$ cat src/rtl/pr_uart_tx_pkg.sv
// rtl/pr_uart_tx_pkg.sv - shared register map, bit positions and FSM encoding for pr_uart_tx
//   Purpose: constants and types shared by the UART transmitter, its FIFO and the bus interface.
//   Ports:   none (package).
package pr_uart_tx_pkg;

  // Register offsets decoded from Addr[3:2]
  localparam logic [1:0] REG_DATA    = 2'd0;
  localparam logic [1:0] REG_STATUS  = 2'd1;
  localparam logic [1:0] REG_CTRL    = 2'd2;
  localparam logic [1:0] REG_DIVISOR = 2'd3;

  // STATUS bit positions
  localparam int ST_EMPTY = 0;
  localparam int ST_FULL  = 1;
  localparam int ST_BUSY  = 2;
  localparam int ST_IRQ   = 3;
  localparam int ST_OVF   = 4;

  // CTRL bit positions
  localparam int CTRL_TX_EN  = 0;
  localparam int CTRL_IRQ_EN = 1;

  // Frame FSM encoding
  typedef enum logic [1:0] {
    S_IDLE  = 2'd0,
    S_START = 2'd1,
    S_DATA  = 2'd2,
    S_STOP  = 2'd3
  } state_t;

  // A programmed divisor of 0 runs at one cycle per bit.
  function automatic logic [15:0] eff_div(input logic [15:0] div);
    return (div == 16'd0) ? 16'd1 : div;
  endfunction

endpackage

$ cat src/rtl/pr_uart_tx_if.sv
// rtl/pr_uart_tx_if.sv - Pr-bus register access interface between bridge and UART
//   Purpose: groups the bridge-side register bus.
//   Signals: Addr[31:2] word address, WE write strobe, Din write data, Dout read data.
//   Modports: master (bridge), slave (device).
interface pr_uart_tx_if;
  logic [31:2] Addr;
  logic        WE;
  logic [31:0] Din;
  logic [31:0] Dout;

  modport master (output Addr, output WE, output Din, input Dout);
  modport slave  (input Addr, input WE, input Din, output Dout);
endinterface

$ cat src/rtl/pr_uart_fifo.sv
// rtl/pr_uart_fifo.sv - synchronous byte FIFO for the UART transmitter
//   Purpose: DEPTH-entry byte queue with first-word-fall-through read data.
//   Ports:   clk, reset (async, active-high), push_i/wdata_i write side,
//            pop_i/rdata_o read side, full_o, empty_o status.
module pr_uart_fifo #(
  parameter int DEPTH = 4
) (
  input  logic       clk,
  input  logic       reset,
  input  logic       push_i,
  input  logic [7:0] wdata_i,
  input  logic       pop_i,
  output logic [7:0] rdata_o,
  output logic       full_o,
  output logic       empty_o
);

  localparam int AW = $clog2(DEPTH);
  localparam logic [AW:0] PTR_ONE = {{AW{1'b0}}, 1'b1};

  logic [7:0]  mem_q [DEPTH];
  // Extra MSB on each pointer distinguishes full from empty when indices match.
  logic [AW:0] wr_ptr_q, rd_ptr_q;
  logic        do_push, do_pop;

  assign do_pop  = pop_i & ~empty_o;
  // A pop in the same cycle frees a slot, so a push into a full FIFO is accepted.
  assign do_push = push_i & (~full_o | do_pop);

  always_ff @(posedge clk) begin
    if (do_push) mem_q[wr_ptr_q[AW-1:0]] <= wdata_i;
  end

  always_ff @(posedge clk or posedge reset) begin
    if (reset) begin
      wr_ptr_q <= '0;
      rd_ptr_q <= '0;
    end else begin
      if (do_push) wr_ptr_q <= wr_ptr_q + PTR_ONE;
      if (do_pop)  rd_ptr_q <= rd_ptr_q + PTR_ONE;
    end
  end

  assign empty_o = (wr_ptr_q == rd_ptr_q);
  assign full_o  = (wr_ptr_q[AW] != rd_ptr_q[AW]) && (wr_ptr_q[AW-1:0] == rd_ptr_q[AW-1:0]);
  assign rdata_o = mem_q[rd_ptr_q[AW-1:0]];

endmodule

$ cat src/rtl/pr_uart_tx.sv
// rtl/pr_uart_tx.sv - memory-mapped 8N1 UART transmitter with byte FIFO and drain interrupt
//   Purpose: register file, bit divider, shift register and frame FSM.
//   Ports:   clk, reset (async, active-high), bus (register slave: Addr/WE/Din/Dout),
//            IRQ level interrupt, txd serial output (idles high).
module pr_uart_tx
  import pr_uart_tx_pkg::*;
#(
  parameter int          FIFO_DEPTH = 4,
  parameter logic [15:0] DIV_RESET  = 16'd16
) (
  input  logic         clk,
  input  logic         reset,
  pr_uart_tx_if.slave  bus,
  output logic         IRQ,
  output logic         txd
);

  logic        tx_en_q, irq_en_q, ovf_q, txd_q;
  logic [15:0] divisor_q, div_lat_q, cnt_q;
  logic [2:0]  bit_idx_q;
  logic [7:0]  shift_q;
  state_t      state_q;

  logic [1:0]  reg_sel;
  logic        fifo_push, fifo_pop, fifo_full, fifo_empty;
  logic [7:0]  fifo_rdata;
  logic [15:0] div_eff;
  logic [31:0] rd_data;
  logic        unused_ok;

  assign reg_sel   = bus.Addr[3:2];
  assign fifo_push = bus.WE && (reg_sel == REG_DATA);
  assign div_eff   = eff_div(divisor_q);
  // A frame starts from IDLE, or directly out of the last STOP cycle with no gap.
  assign fifo_pop  = tx_en_q && !fifo_empty &&
                     ((state_q == S_IDLE) || ((state_q == S_STOP) && (cnt_q == 16'd0)));
  assign unused_ok = &{1'b0, bus.Addr[31:4], bus.Din[31:16]};

  pr_uart_fifo #(.DEPTH(FIFO_DEPTH)) u_fifo (
    .clk     (clk),
    .reset   (reset),
    .push_i  (fifo_push),
    .wdata_i (bus.Din[7:0]),
    .pop_i   (fifo_pop),
    .rdata_o (fifo_rdata),
    .full_o  (fifo_full),
    .empty_o (fifo_empty)
  );

  always_ff @(posedge clk or posedge reset) begin
    if (reset) begin
      tx_en_q   <= 1'b0;
      irq_en_q  <= 1'b0;
      divisor_q <= DIV_RESET;
      ovf_q     <= 1'b0;
    end else begin
      if (bus.WE) begin
        case (reg_sel)
          REG_STATUS:  ovf_q <= 1'b0;
          REG_CTRL: begin
            tx_en_q  <= bus.Din[CTRL_TX_EN];
            irq_en_q <= bus.Din[CTRL_IRQ_EN];
          end
          REG_DIVISOR: divisor_q <= bus.Din[15:0];
          default: ;
        endcase
      end
      if (fifo_push && fifo_full && !fifo_pop) ovf_q <= 1'b1;
    end
  end

  // cnt_q counts D-1 down to 0; each phase advances on the edge where it reads 0.
  always_ff @(posedge clk or posedge reset) begin
    if (reset) begin
      state_q   <= S_IDLE;
      cnt_q     <= 16'd0;
      div_lat_q <= 16'd1;
      bit_idx_q <= 3'd0;
      shift_q   <= 8'd0;
      txd_q     <= 1'b1;
    end else if (fifo_pop) begin
      // Divisor is latched per frame so mid-frame writes only affect the next one.
      state_q   <= S_START;
      shift_q   <= fifo_rdata;
      div_lat_q <= div_eff;
      cnt_q     <= div_eff - 16'd1;
      txd_q     <= 1'b0;
    end else begin
      case (state_q)
        S_IDLE: txd_q <= 1'b1;
        S_START: begin
          if (cnt_q == 16'd0) begin
            state_q   <= S_DATA;
            bit_idx_q <= 3'd0;
            cnt_q     <= div_lat_q - 16'd1;
            txd_q     <= shift_q[0];
          end else begin
            cnt_q <= cnt_q - 16'd1;
          end
        end
        S_DATA: begin
          if (cnt_q == 16'd0) begin
            cnt_q <= div_lat_q - 16'd1;
            if (bit_idx_q == 3'd7) begin
              state_q <= S_STOP;
              txd_q   <= 1'b1;
            end else begin
              bit_idx_q <= bit_idx_q + 3'd1;
              shift_q   <= shift_q >> 1;
              txd_q     <= shift_q[1];
            end
          end else begin
            cnt_q <= cnt_q - 16'd1;
          end
        end
        S_STOP: begin
          if (cnt_q == 16'd0) state_q <= S_IDLE;
          else                cnt_q   <= cnt_q - 16'd1;
        end
        default: state_q <= S_IDLE;
      endcase
    end
  end

  assign txd = txd_q;
  assign IRQ = irq_en_q && fifo_empty && (state_q == S_IDLE);

  always_comb begin
    rd_data = 32'd0;
    case (reg_sel)
      REG_STATUS: begin
        rd_data[ST_EMPTY] = fifo_empty;
        rd_data[ST_FULL]  = fifo_full;
        rd_data[ST_BUSY]  = (state_q != S_IDLE);
        rd_data[ST_IRQ]   = IRQ;
        rd_data[ST_OVF]   = ovf_q;
      end
      REG_CTRL: begin
        rd_data[CTRL_TX_EN]  = tx_en_q;
        rd_data[CTRL_IRQ_EN] = irq_en_q;
      end
      REG_DIVISOR: rd_data[15:0] = divisor_q;
      default: ;
    endcase
  end

  assign bus.Dout = rd_data;

endmodule

$ cat src/flat_wrapper.sv
// flat-port wrapper written by rule: the top's interface ports become plain ports
module pr_uart_tx_flat import pr_uart_tx_pkg::*;
#(
  parameter int          FIFO_DEPTH = 4,
  parameter logic [15:0] DIV_RESET  = 16'd16
)
  (clk, reset, IRQ, txd, bus_Addr, bus_WE, bus_Din, bus_Dout);
  pr_uart_tx_if bus_i ();
  input  logic clk;
  input  logic reset;
  output logic IRQ;
  output logic txd;
  input wire logic [$bits(bus_i.Addr)-1:0] bus_Addr;
  input wire logic [$bits(bus_i.WE)-1:0] bus_WE;
  input wire logic [$bits(bus_i.Din)-1:0] bus_Din;
  output wire logic [$bits(bus_i.Dout)-1:0] bus_Dout;
  assign bus_i.Addr = bus_Addr;
  assign bus_i.WE = bus_WE;
  assign bus_i.Din = bus_Din;
  assign bus_Dout = bus_i.Dout;
  pr_uart_tx #(.FIFO_DEPTH(FIFO_DEPTH), .DIV_RESET(DIV_RESET)) u_core (.clk(clk), .reset(reset), .bus(bus_i), .IRQ(IRQ), .txd(txd));
endmodule
$ cat config.mk
export PLATFORM = sky130hd
export DESIGN_NAME = pr_uart_tx_flat
export DESIGN_NICKNAME = d
export VERILOG_FILES = /design/src/rtl/pr_uart_tx_pkg.sv /design/src/rtl/pr_uart_tx_if.sv /design/src/rtl/pr_uart_fifo.sv /design/src/rtl/pr_uart_tx.sv /design/src/flat_wrapper.sv
export SDC_FILE = /design/constraint.sdc
export NUM_CORES = 1
export LEC_CHECK = 0
export BUFFER_PORTS_ARGS = -buffer_cell sky130_fd_sc_hd__buf_2
export CAP_MARGIN = 20
export CORE_ASPECT_RATIO = 0.7
export CORE_MARGIN = 5
export CORE_UTILIZATION = 45
export CTS_BUF_LIST = sky130_fd_sc_hd__clkbuf_4 sky130_fd_sc_hd__clkbuf_8 sky130_fd_sc_hd__clkbuf_16
export CTS_CLUSTER_SIZE = 28
export DETAILED_ROUTE_END_ITERATION = 7
export HOLD_SLACK_MARGIN = 0.15
export PLACE_DENSITY = 0.67
export SETUP_SLACK_MARGIN = 0.3
export SYNTH_ARGS = -nofsm -noshare
export SYNTH_HDL_FRONTEND = slang
export SYNTH_HIERARCHICAL = 1
export SYNTH_SLANG_ARGS = --single-unit
$ cat constraint.sdc
create_clock -name clk -period 6.3 [get_ports clk]
set_input_delay 0.63 -clock clk [delete_from_list [all_inputs] [get_ports clk]]
set_output_delay 0.63 -clock clk [all_outputs]
set_load 0.02 [all_outputs]
==> impl_metrics.yaml <==
power:
  ir_drop_mv: 0.2646
  pwr_density_cell_mw_per_mm2: 455.1
  p_leak_nw: 2.828
floorplanning:
  fp.dieW_um: 148.2
  pin_count: 99
  core_area_sq_mm: 0.01314
  die-area_sq_mm: 0.01581
  start_util: 0.4576
  num_rows: 35
  die_height_um: 106.7
critical_path:
  cp_max_fo: 31
  worstPathRequired_ns: 6.57
  path_delay_family: "simple AND/OR/NAND/NOR gates"
  critPathArrivalTime_ns: 4.36
  crit_path_top_delay_cell: "dfrtp_1"
  cp_num_buf_inv: 2
  slowest_delay_ns: 0.79
  crit_type: "reg2reg"
  worstSetupEndpointType: "flip-flop"
  startpoint_type: "flip-flop"
  cp_cell_sequence: "xor2_4, nor3_1, nor2b_1, nand2_1, o21a_1, clkinv_1, buf_4, or4_1, and3_1, o21ai_0"
clock_network:
  cts_buffer_depth: 2
  post_cts_buffers: 0
  numCtsBuffers: 9
  hold_buffers: 0
  clkSinkCount: 103
  cts_max_level: 3
  cts.root.buffer_cell: "clkbuf_16"
  cts_resized: 0
  clk_latency_ns: 0.35
  cts_tree: "built"
  cts.clk_slew.worst_paths_ns: 0.07
sta:
  period_share: 0.6501
  timing.setup.tns_ns: 0
  fin_crit_ns: 4.096
  fmax_mhz: 244.2
  hold_viol_final: 0
  worst_pin_slew_ns: 0.9795
  fin_skew_ns: 0.006278
  slew_headroom: 0.3456
  slew_violations: 0
  setup_violations: 0
  rsz0062_at_grt: "no"
synthesis:
  ys_seq_area_frac: 0.4560
  synth-async-reset-ratio: 0.6893
  ys_seq_elements: 103
  synth_cells: 569
  yosys_most_used_dff: "dfrtp_1"
  yosysWarnings: 6
  synth.avg_cell_area_sq_um: 10.57
  synth_top_area_share: 0.2830
  synth-edff-count: 32
  synthTopCellsByCount: "nand2_1 (81), dfrtp_1 (68), edfxtp_1 (32)"
  synthesis.area_sq_mm: 0.006012
  synth_area_leaders: "dfrtp_1 (28%), edfxtp_1 (16%), nand2_1 (5.1%)"
  yosysMostFrequentCell: "nand2_1"
  ys_types: 67
  yosys.area.top_type: "dfrtp_1"
detailed_routing:
  viasPerCell: 5.807
  post_drt_wl_per_cell_um: 18.64
  drt_iter0_markers: 608
  dr_total_vias: 4442
  drtAntennaViolNets: 0
  first_pass_iters: 5
  finalWirelength_mm: 14.26
  route.detailed.drc: 0
grt:
  grt_pass1_vias: 4252
  grt_util_met1: 0.2918
  grt.met3_usage: 0.04478
  grtUsageMet2: 0.2589
  grt_max_degree: 66
  grt_pass1_wl_mm: 23.09
  grt_usage: 0.1847
  grt-ovfl-total: 0
  antenna_found_initial: 0
  busiest_layer: "met1"
final_layout:
  layout-drive-gt1-share: 0.1653
  diodes: 0
  synthToLayoutAreaGrowth_pct: 9.115
  seqCellArea_sq_mm: 0.002741
  nets: 675
  design_area_sq_mm: 0.006560
  num-fill-cells: 1174
  multi_input_area_sq_mm: 0.003013
place:
  dp_hpwl_mm: 10.09
  gp_congestion: 0.8820
  portBuffers: 38
  placed_cell_area_sq_mm: 0.006246
run_status:
  status: "completed"
job:
  drv_cap: 0
hold_path:
  min-delay-path-class: "in2async"
[stage by stage]
stage               power [mW]  setup slack, ns  instances    util  hold slack [ns]
floorplan                2.077            3.149        584       -           0.4210
global placement         2.347            2.241        749  0.4754           0.4926
detailed placement       2.394            2.221        749  0.4754           0.4924
CTS                      2.984            2.215        765  0.4993           0.1966
global route             3.197            1.877        765  0.4993           0.2068
finish                   2.985            2.204        765  0.4993           0.1964
[cell usage in the layout (no fill, tap or decap), types with 16 or more instances in the layout]
master    instances
nand2_1          81
edfxtp_1         32
nor3_1           24
conb_1           16
and3_1           19
mux2_2           23
nor2_1           24
ha_1             16
xor2_1           22
dfrtp_1          68
o21ai_0          24
buf_2            38
[area by class of cell]
cell class / count / share of cell area
multi-input combinational: 421 / 0.4593
sequential: 103 / 0.4179
clock buffer: 9 / 0.03433
timing repair buffer: 42 / 0.03357
tap: 166 / 0.03166
clock inverter: 7 / 0.01354
inverter: 17 / 0.009727
[power breakdown]
part / internal [mW] / switching [mW] / leakage (nW)
Sequential: 0.891 / 0.266 / 1.16
Combinational: 0.515 / 0.731 / 1.52
Clock: 0.317 / 0.265 / 0.150
Total: 1.72 / 1.26 / 2.83
[registers in the layout (all words and copies together), names as in the netlist, 3 cells and up]
register and cells:
u_core/divisor_q 16, u_core/u_fifo/wr_ptr_q 3, u_core/u_fifo/rd_ptr_q 3, u_core/bit_idx_q 3, u_core/u_fifo/mem_q 32, u_core/div_lat_q 16
u_core/shift_q 8, u_core/cnt_q 16
[final timing paths]
check / end / start / slack [ns] / depth (start not counted)
max: u_core/cnt_q[8] / u_core/u_fifo/rd_ptr_q[0] / 2.20 / 10
min: u_core/u_fifo/rd_ptr_q[1] / reset / 0.20 / 2
max in group asynchronous: u_core/state_q[1] / reset / 5.21 / 3
min in group clk: u_core/shift_q[7] / u_core/shift_q[7] / 0.51 / 2
max reg2reg: u_core/cnt_q[8] / u_core/u_fifo/rd_ptr_q[0] / 2.20 / 10
min reg2reg: u_core/shift_q[7] / u_core/shift_q[7] / 0.51 / 2
[metal layers]
metal / vias up / wire length (um)
li1: 2099 / -
met1: 2158 / 7202
met2: 177 / 5848
met3: 8 / 1156
met4: 0 / 51
met5: - / 0
[cells by family (layout without fill, tap and decap cells)]
| kind of cell | count (synthesis) | after routing | share of synthesized area |
|---|---|---|---|
| multiplexers | 46 | 46 | 0.1032 |
| buffers and inverters | 60 | 75 | 0.05224 |
| flip-flops | 103 | 103 | 0.4560 |
| other | 1 | 16 | 0.0006238 |
| AO/OA/AOI/OAI | 90 | 90 | 0.1099 |
| adder cells (fa/ha/maj) | 16 | 16 | 0.03330 |
| AND/OR/NAND/NOR | 215 | 215 | 0.1831 |
| XOR/XNOR | 38 | 38 | 0.06160 |
No activity file was read; power rests on OpenSTA's default activity.
